**src/rtl/pixel_pack_pkg.sv**
```systemverilog
// Shared types and constants for the RGB pixel packer and its window detector.
package pixel_pack_pkg;

    typedef enum logic [1:0] {
        ST_PACK = 2'd0,
        ST_EMIT = 2'd1,
        ST_HOLD = 2'd2
    } pack_state_e;

    localparam int unsigned SLOT_COUNT     = 5;
    localparam int unsigned BITS_PER_PIXEL = 3;
    localparam int unsigned LINE_END_BIT   = 15;
    localparam int unsigned WORD_W         = 16;
    localparam int unsigned ASM_W          = SLOT_COUNT * BITS_PER_PIXEL;
    localparam int unsigned SLOT_W         = 3;
    localparam int unsigned POS_W          = 11;
    localparam int unsigned DROP_W         = 8;

    localparam int unsigned DEF_XPOS_START = 192;
    localparam int unsigned DEF_XPOS_END   = 448;
    localparam int unsigned DEF_YPOS_START = 48;
    localparam int unsigned DEF_YPOS_END   = 432;

    // Position one {r,g,b} pixel at its slot inside the assembly word.
    function automatic logic [ASM_W-1:0] place_pixel(input logic [SLOT_W-1:0]         slot,
                                                     input logic [BITS_PER_PIXEL-1:0] rgb);
        return ASM_W'(rgb) << (BITS_PER_PIXEL * int'(slot));
    endfunction

endpackage

```
**src/rtl/pixel_pack_fsm_window.sv**
```systemverilog
// Raster window comparison, shared by the packing and unpacking sides.
module pixel_window_detect
    import pixel_pack_pkg::*;
#(
    parameter int unsigned XPOS_START = DEF_XPOS_START,
    parameter int unsigned XPOS_END   = DEF_XPOS_END,
    parameter int unsigned YPOS_START = DEF_YPOS_START,
    parameter int unsigned YPOS_END   = DEF_YPOS_END
) (
    input  logic [POS_W-1:0] hcount,
    input  logic [POS_W-1:0] vcount,
    output logic             in_win,
    output logic             line_end
);

    logic row_active;

    assign row_active = (vcount >= POS_W'(YPOS_START)) && (vcount < POS_W'(YPOS_END));
    assign in_win     = row_active && (hcount >= POS_W'(XPOS_START)) && (hcount < POS_W'(XPOS_END));
    assign line_end   = row_active && (hcount == POS_W'(XPOS_END));

endmodule

```
**src/rtl/pixel_pack_fsm.sv**
```systemverilog
// Packs five 3-bit RGB pixels per 16-bit FIFO word, holding the word while the FIFO is full.
// Optional partial-word flush at end of each active line: define PIXEL_PACK_LINE_FLUSH_EN.
module pixel_pack_fsm
    import pixel_pack_pkg::*;
#(
    parameter int unsigned XPOS_START = DEF_XPOS_START,
    parameter int unsigned XPOS_END   = DEF_XPOS_END,
    parameter int unsigned YPOS_START = DEF_YPOS_START,
    parameter int unsigned YPOS_END   = DEF_YPOS_END
) (
    input  logic        clk_20MHz,
    input  logic        reset,
    input  logic        pix_en,
    input  logic        red_pix,
    input  logic        green_pix,
    input  logic        blue_pix,
    input  logic [10:0] hcount,
    input  logic [10:0] vcount,
    input  logic        fifo_full,
    output logic [15:0] pixel_word,
    output logic        write_fifo,
    output logic        overflow,
    output logic [7:0]  drop_count
);

    pack_state_e       state_q, state_d;
    logic [SLOT_W-1:0] slot_q, slot_d, slot_cur;
    logic [ASM_W-1:0]  asm_q, asm_d, asm_cur, asm_next;
    logic [WORD_W-1:0] pixel_word_q, pixel_word_d, word_out;
    logic              write_fifo_q, write_fifo_d;
    logic              overflow_q, overflow_d;
    logic [DROP_W-1:0] drop_count_q, drop_count_d;
    logic              in_win, line_end, frame_start, flush_req, word_done;

    pixel_window_detect #(
        .XPOS_START (XPOS_START),
        .XPOS_END   (XPOS_END),
        .YPOS_START (YPOS_START),
        .YPOS_END   (YPOS_END)
    ) u_window (
        .hcount   (hcount),
        .vcount   (vcount),
        .in_win   (in_win),
        .line_end (line_end)
    );

    assign frame_start = (vcount == '0) && (hcount == '0);
    assign slot_cur    = frame_start ? '0 : slot_q;
    assign asm_cur     = frame_start ? '0 : asm_q;

`ifdef PIXEL_PACK_LINE_FLUSH_EN
    assign flush_req = line_end && (slot_cur != '0);
`else
    logic line_end_unused;
    assign flush_req       = 1'b0;
    assign line_end_unused = line_end;
`endif

    // Next-state logic; slot is always 0 while holding, so a flush never arises in HOLD.
    always_comb begin
        state_d      = state_q;
        slot_d       = slot_cur;
        asm_d        = asm_cur;
        pixel_word_d = pixel_word_q;
        write_fifo_d = 1'b0;
        overflow_d   = overflow_q;
        drop_count_d = drop_count_q;
        word_done    = 1'b0;
        word_out     = '0;
        asm_next     = asm_cur;

        if (state_q == ST_HOLD) begin
            if (pix_en && in_win) begin
                overflow_d = 1'b1;
                if (drop_count_q != '1) begin
                    drop_count_d = drop_count_q + DROP_W'(1);
                end
            end
            if (!fifo_full) begin
                state_d      = ST_EMIT;
                write_fifo_d = 1'b1;
            end
        end else begin
            state_d = ST_PACK;
            if (flush_req) begin
                word_done              = 1'b1;
                word_out               = WORD_W'(asm_cur);
                word_out[LINE_END_BIT] = 1'b1;
                slot_d                 = '0;
                asm_d                  = '0;
            end else if (pix_en && in_win) begin
                asm_next = asm_cur | place_pixel(slot_cur, {red_pix, green_pix, blue_pix});
                if (slot_cur == SLOT_W'(SLOT_COUNT - 1)) begin
                    word_done = 1'b1;
                    word_out  = WORD_W'(asm_next);
                    slot_d    = '0;
                    asm_d     = '0;
                end else begin
                    slot_d = slot_cur + SLOT_W'(1);
                    asm_d  = asm_next;
                end
            end
            if (word_done) begin
                pixel_word_d = word_out;
                if (fifo_full) begin
                    state_d = ST_HOLD;
                end else begin
                    state_d      = ST_EMIT;
                    write_fifo_d = 1'b1;
                end
            end
        end
    end

    always_ff @(posedge clk_20MHz) begin
        if (reset) begin
            state_q      <= ST_PACK;
            slot_q       <= '0;
            asm_q        <= '0;
            pixel_word_q <= '0;
            write_fifo_q <= 1'b0;
            overflow_q   <= 1'b0;
            drop_count_q <= '0;
        end else begin
            state_q      <= state_d;
            slot_q       <= slot_d;
            asm_q        <= asm_d;
            pixel_word_q <= pixel_word_d;
            write_fifo_q <= write_fifo_d;
            overflow_q   <= overflow_d;
            drop_count_q <= drop_count_d;
        end
    end

    assign pixel_word = pixel_word_q;
    assign write_fifo = write_fifo_q;
    assign overflow   = overflow_q;
    assign drop_count = drop_count_q;

endmodule

```
**config.mk**
```make
export PLATFORM = sky130hd
export DESIGN_NAME = pixel_pack_fsm
export DESIGN_NICKNAME = d
export VERILOG_FILES = /design/src/rtl/pixel_pack_pkg.sv /design/src/rtl/pixel_pack_fsm_window.sv /design/src/rtl/pixel_pack_fsm.sv
export SDC_FILE = /design/constraint.sdc
export NUM_CORES = 1
export LEC_CHECK = 0
export CORE_ASPECT_RATIO = 0.7
export CORE_MARGIN = 2
export CORE_UTILIZATION = 35
export CTS_CLUSTER_DIAMETER = 30
export DETAILED_ROUTE_END_ITERATION = 7
export SLEW_MARGIN = 30
export SYNTH_ARGS = -nofsm -noshare
export SYNTH_HDL_FRONTEND = slang
export SYNTH_SLANG_ARGS = --single-unit
export TNS_END_PERCENT = 100
```
**constraint.sdc**
```tcl
create_clock -name clk_20MHz -period 4.3 [get_ports clk_20MHz]
set_input_delay 0.86 -clock clk_20MHz [delete_from_list [all_inputs] [get_ports clk_20MHz]]
set_output_delay 0.86 -clock clk_20MHz [all_outputs]
set_load 0.02 [all_outputs]
```
==> results.py <==
metrics = {
    "run_status": {
        "status": "finished clean",
    },
    "layout": {
        "fin_area_mm2": 0.00256,
        "drive_gt1_share_pct": 6.77,
        "regArea_um2": 901,
        "n_fill_cell": 517,
        "nNetsFinal": 280,
        "syn_to_final_growth_pct": 35.5,
        "num_antenna_cells": 0,
        "multi_input_area_um2": 906,
    },
    "timing": {
        "setup_ws_ns": 1.26,
        "finalSetupViolations": 0,
        "drv_slew": 0,
        "rsz0062_at_grt": "no",
        "hold_viol": 0,
        "fin_tns_setup_ns": 0,
        "finalCriticalPeriod_ns": 3.04,
        "slew_headroom_pct": 46.9,
        "fin_skew_ns": 0.00204,
        "worstMarginPinSlew_ns": 0.790,
        "finalCritPeriodShare_pct": 70.6,
        "fmax_mhz": 329,
    },
    "clocking": {
        "cts.clk_slew.worst_paths_ns": 0.08,
        "numCtsBuffers": 5,
        "clockRootBuffer": "clkbuf_8",
        "clockBufferDepth": 2,
        "cts_tree": "done",
        "cts_sinks": 45,
        "holdBufCountCts": 0,
        "clock_latency_ns": 0.30,
        "cts_resized": 0,
        "postCtsSetupBuffers": 0,
        "htree_levels": 2,
    },
    "power_and_ir_drop": {
        "p_per_area_mw_per_mm2": 283,
        "finalPower_mw": 0.725,
        "p_leak_nw": 0.883,
        "vdd_ir_drop_max_v": 0.000120,
    },
    "placement": {
        "port_buffers": 53,
        "place_ws_ns": 0.978,
        "dpl-instance-area_mm2": 0.00248,
        "place_hpwl_um": 3270,
        "place_congestion": 0.733,
    },
    "die": {
        "start_util_pct": 36.2,
        "ioPinCount": 55,
        "row_count": 22,
        "dieArea_mm2": 0.00602,
        "die_y_um": 65.5,
        "fp.coreArea_mm2": 0.00523,
        "die_x_um": 91.9,
    },
    "synthesis": {
        "syn_nets": 227,
        "synth_ff_type": "dfxtp_1",
        "synth.avg_cell_area_um2": 9.60,
        "yosysMostFrequentCell": "dfxtp_1",
        "yosysWarnings": 0,
        "ys_top_cells_by_area": "dfxtp_1 (48%), nor2_1 (4.4%), a22o_1 (4.2%)",
        "synth_edf_count": 0,
        "synth_seq_cells": 45,
        "yosys-top-cells-count": "dfxtp_1 (45), nor2_1 (22), a21oi_1 (15)",
        "ys_async_sr_fraction_pct": 0,
        "synth_cells": 197,
        "synth_cell_types": 48,
        "synth_seq_area_share_pct": 47.6,
        "yosys.area.top_type": "dfxtp_1",
        "yosysTopAreaCellShare_pct": 47.6,
        "netlist_area_mm2": 0.00189,
    },
    "worst_hold_path": {
        "hold_path_depth": 2,
        "min_path_type": "flop to flop",
    },
    "global_route": {
        "grt_pass1_vias": 1484,
        "gr-usage-all-layers_pct": 15.6,
        "grt.overflow.total": 0,
        "grt_pass1_wl_um": 7340,
        "antenna_found_initial": 0,
        "grt_max_degree": 21,
    },
    "setup_path": {
        "worstPathArrival_ns": 3.28,
        "crit_required_ns": 4.55,
        "reg2reg_depth": 4,
        "critPathKind": "primary input to flop",
        "start_kind": "primary input",
        "crit_path_end_kind": "flop",
        "cp_max_fo": 15,
    },
    "detailed_routing": {
        "ant_nets": 0,
        "vias": 1633,
        "via_per_inst": 5.06,
        "dr.pass1.iters": 4,
        "wl_um": 4390,
        "drc": 0,
        "drt_iter0_drc": 72,
        "routedWlPerCell_um": 13.6,
    },
    "flow_run": {
        "cap_violations": 0,
    },
}
## flip-flops by register name (all words and copies together), names as in the netlist
| signal | flops |
|---|---|
| overflow | 1 |
| asm_q | 15 |
| slot_q | 3 |
| state_q | 2 |
| drop_count | 8 |
| write_fifo | 1 |
| pixel_word | 15 |
## per-stage QoR
stage / utilization, % / instances / hold WS, ns
floorplan: - / 197 / 0.408
global placement: 47.4 / 315 / 0.415
detailed placement: 47.4 / 315 / 0.419
CTS: 49.0 / 323 / 0.433
global route: 49.0 / 323 / 0.463
finish: 49.0 / 323 / 0.437
## logic make-up (layout without fill, tap and decap cells)
family                   count (synthesis)  after routing  share of synthesized area, %
adder cells (fa/ha/maj)                  1              1                         0.661
XOR/XNOR                                 4              4                          1.85
buffers and inverters                   19             73                          4.50
AND/OR/NAND/NOR                         67             67                          22.2
AO/OA/AOI/OAI                           57             57                          20.8
flip-flops                              45             45                          47.6
multiplexers                             3              3                          2.25
other                                    1              1                         0.198
## where the power goes
| group | internal [mW] | switching, mW | total, mW |
|---|---|---|---|
| sequential | 0.416 | 0.000128 | 0.417 |
| combinational | 0.0298 | 0.0244 | 0.0542 |
| clock | 0.115 | 0.139 | 0.254 |
## critical path, stage by stage
cell,delay [ns]
clkdlybuf4s50_1,0.42
or4_4,0.57
mux2i_4,0.30
nor3_2,0.09
buf_4,0.20
a21oi_2,0.60
a22o_1,0.25
## per-layer routing
layer | track usage, % | wire length, um
met1 | 23.9 | 2360
met5 | 0 | 0
met2 | 20.4 | 1610
met4 | 5.04 | 63
met3 | 4.70 | 355
## placed cells by master (no fill, tap or decap), types with 3 or more instances in the layout
cell type	netlist	final
inv_1	10	10
a21oi_1	15	15
and4_1	3	3
clkdlybuf4s50_1	0	53
nor2_1	22	22
a31oi_1	8	8
o21ai_0	5	5
a22o_1	9	9
dfxtp_1	45	45
nor2b_1	3	3
o2bb2ai_1	6	6
nor3_1	3	3
nor4_1	5	5
a21o_1	4	4
clkbuf_8	0	5
xnor2_1	3	3
nand3_1	12	12
## final timing paths
check                           startpoint            end  slack [ns]
worst max-delay path             vcount[7]  pixel_word[6]        1.26
worst min-delay path             asm_q[13]      asm_q[13]        0.44
worst max register to register   slot_q[1]  pixel_word[6]        2.41
worst min register to register   asm_q[13]      asm_q[13]        0.44
## area by class of cell
cell class / instances / area share [%]
Inverter: 10 / 1.46
Timing Repair Buffer: 55 / 21.3
Multi-Input combinational cell: 133 / 35.3
Tap cell: 72 / 3.51
Sequential cell: 45 / 35.1
Clock inverter: 1 / 0.293
Clock buffer: 7 / 2.98
(Power assumes the default switching activity.)
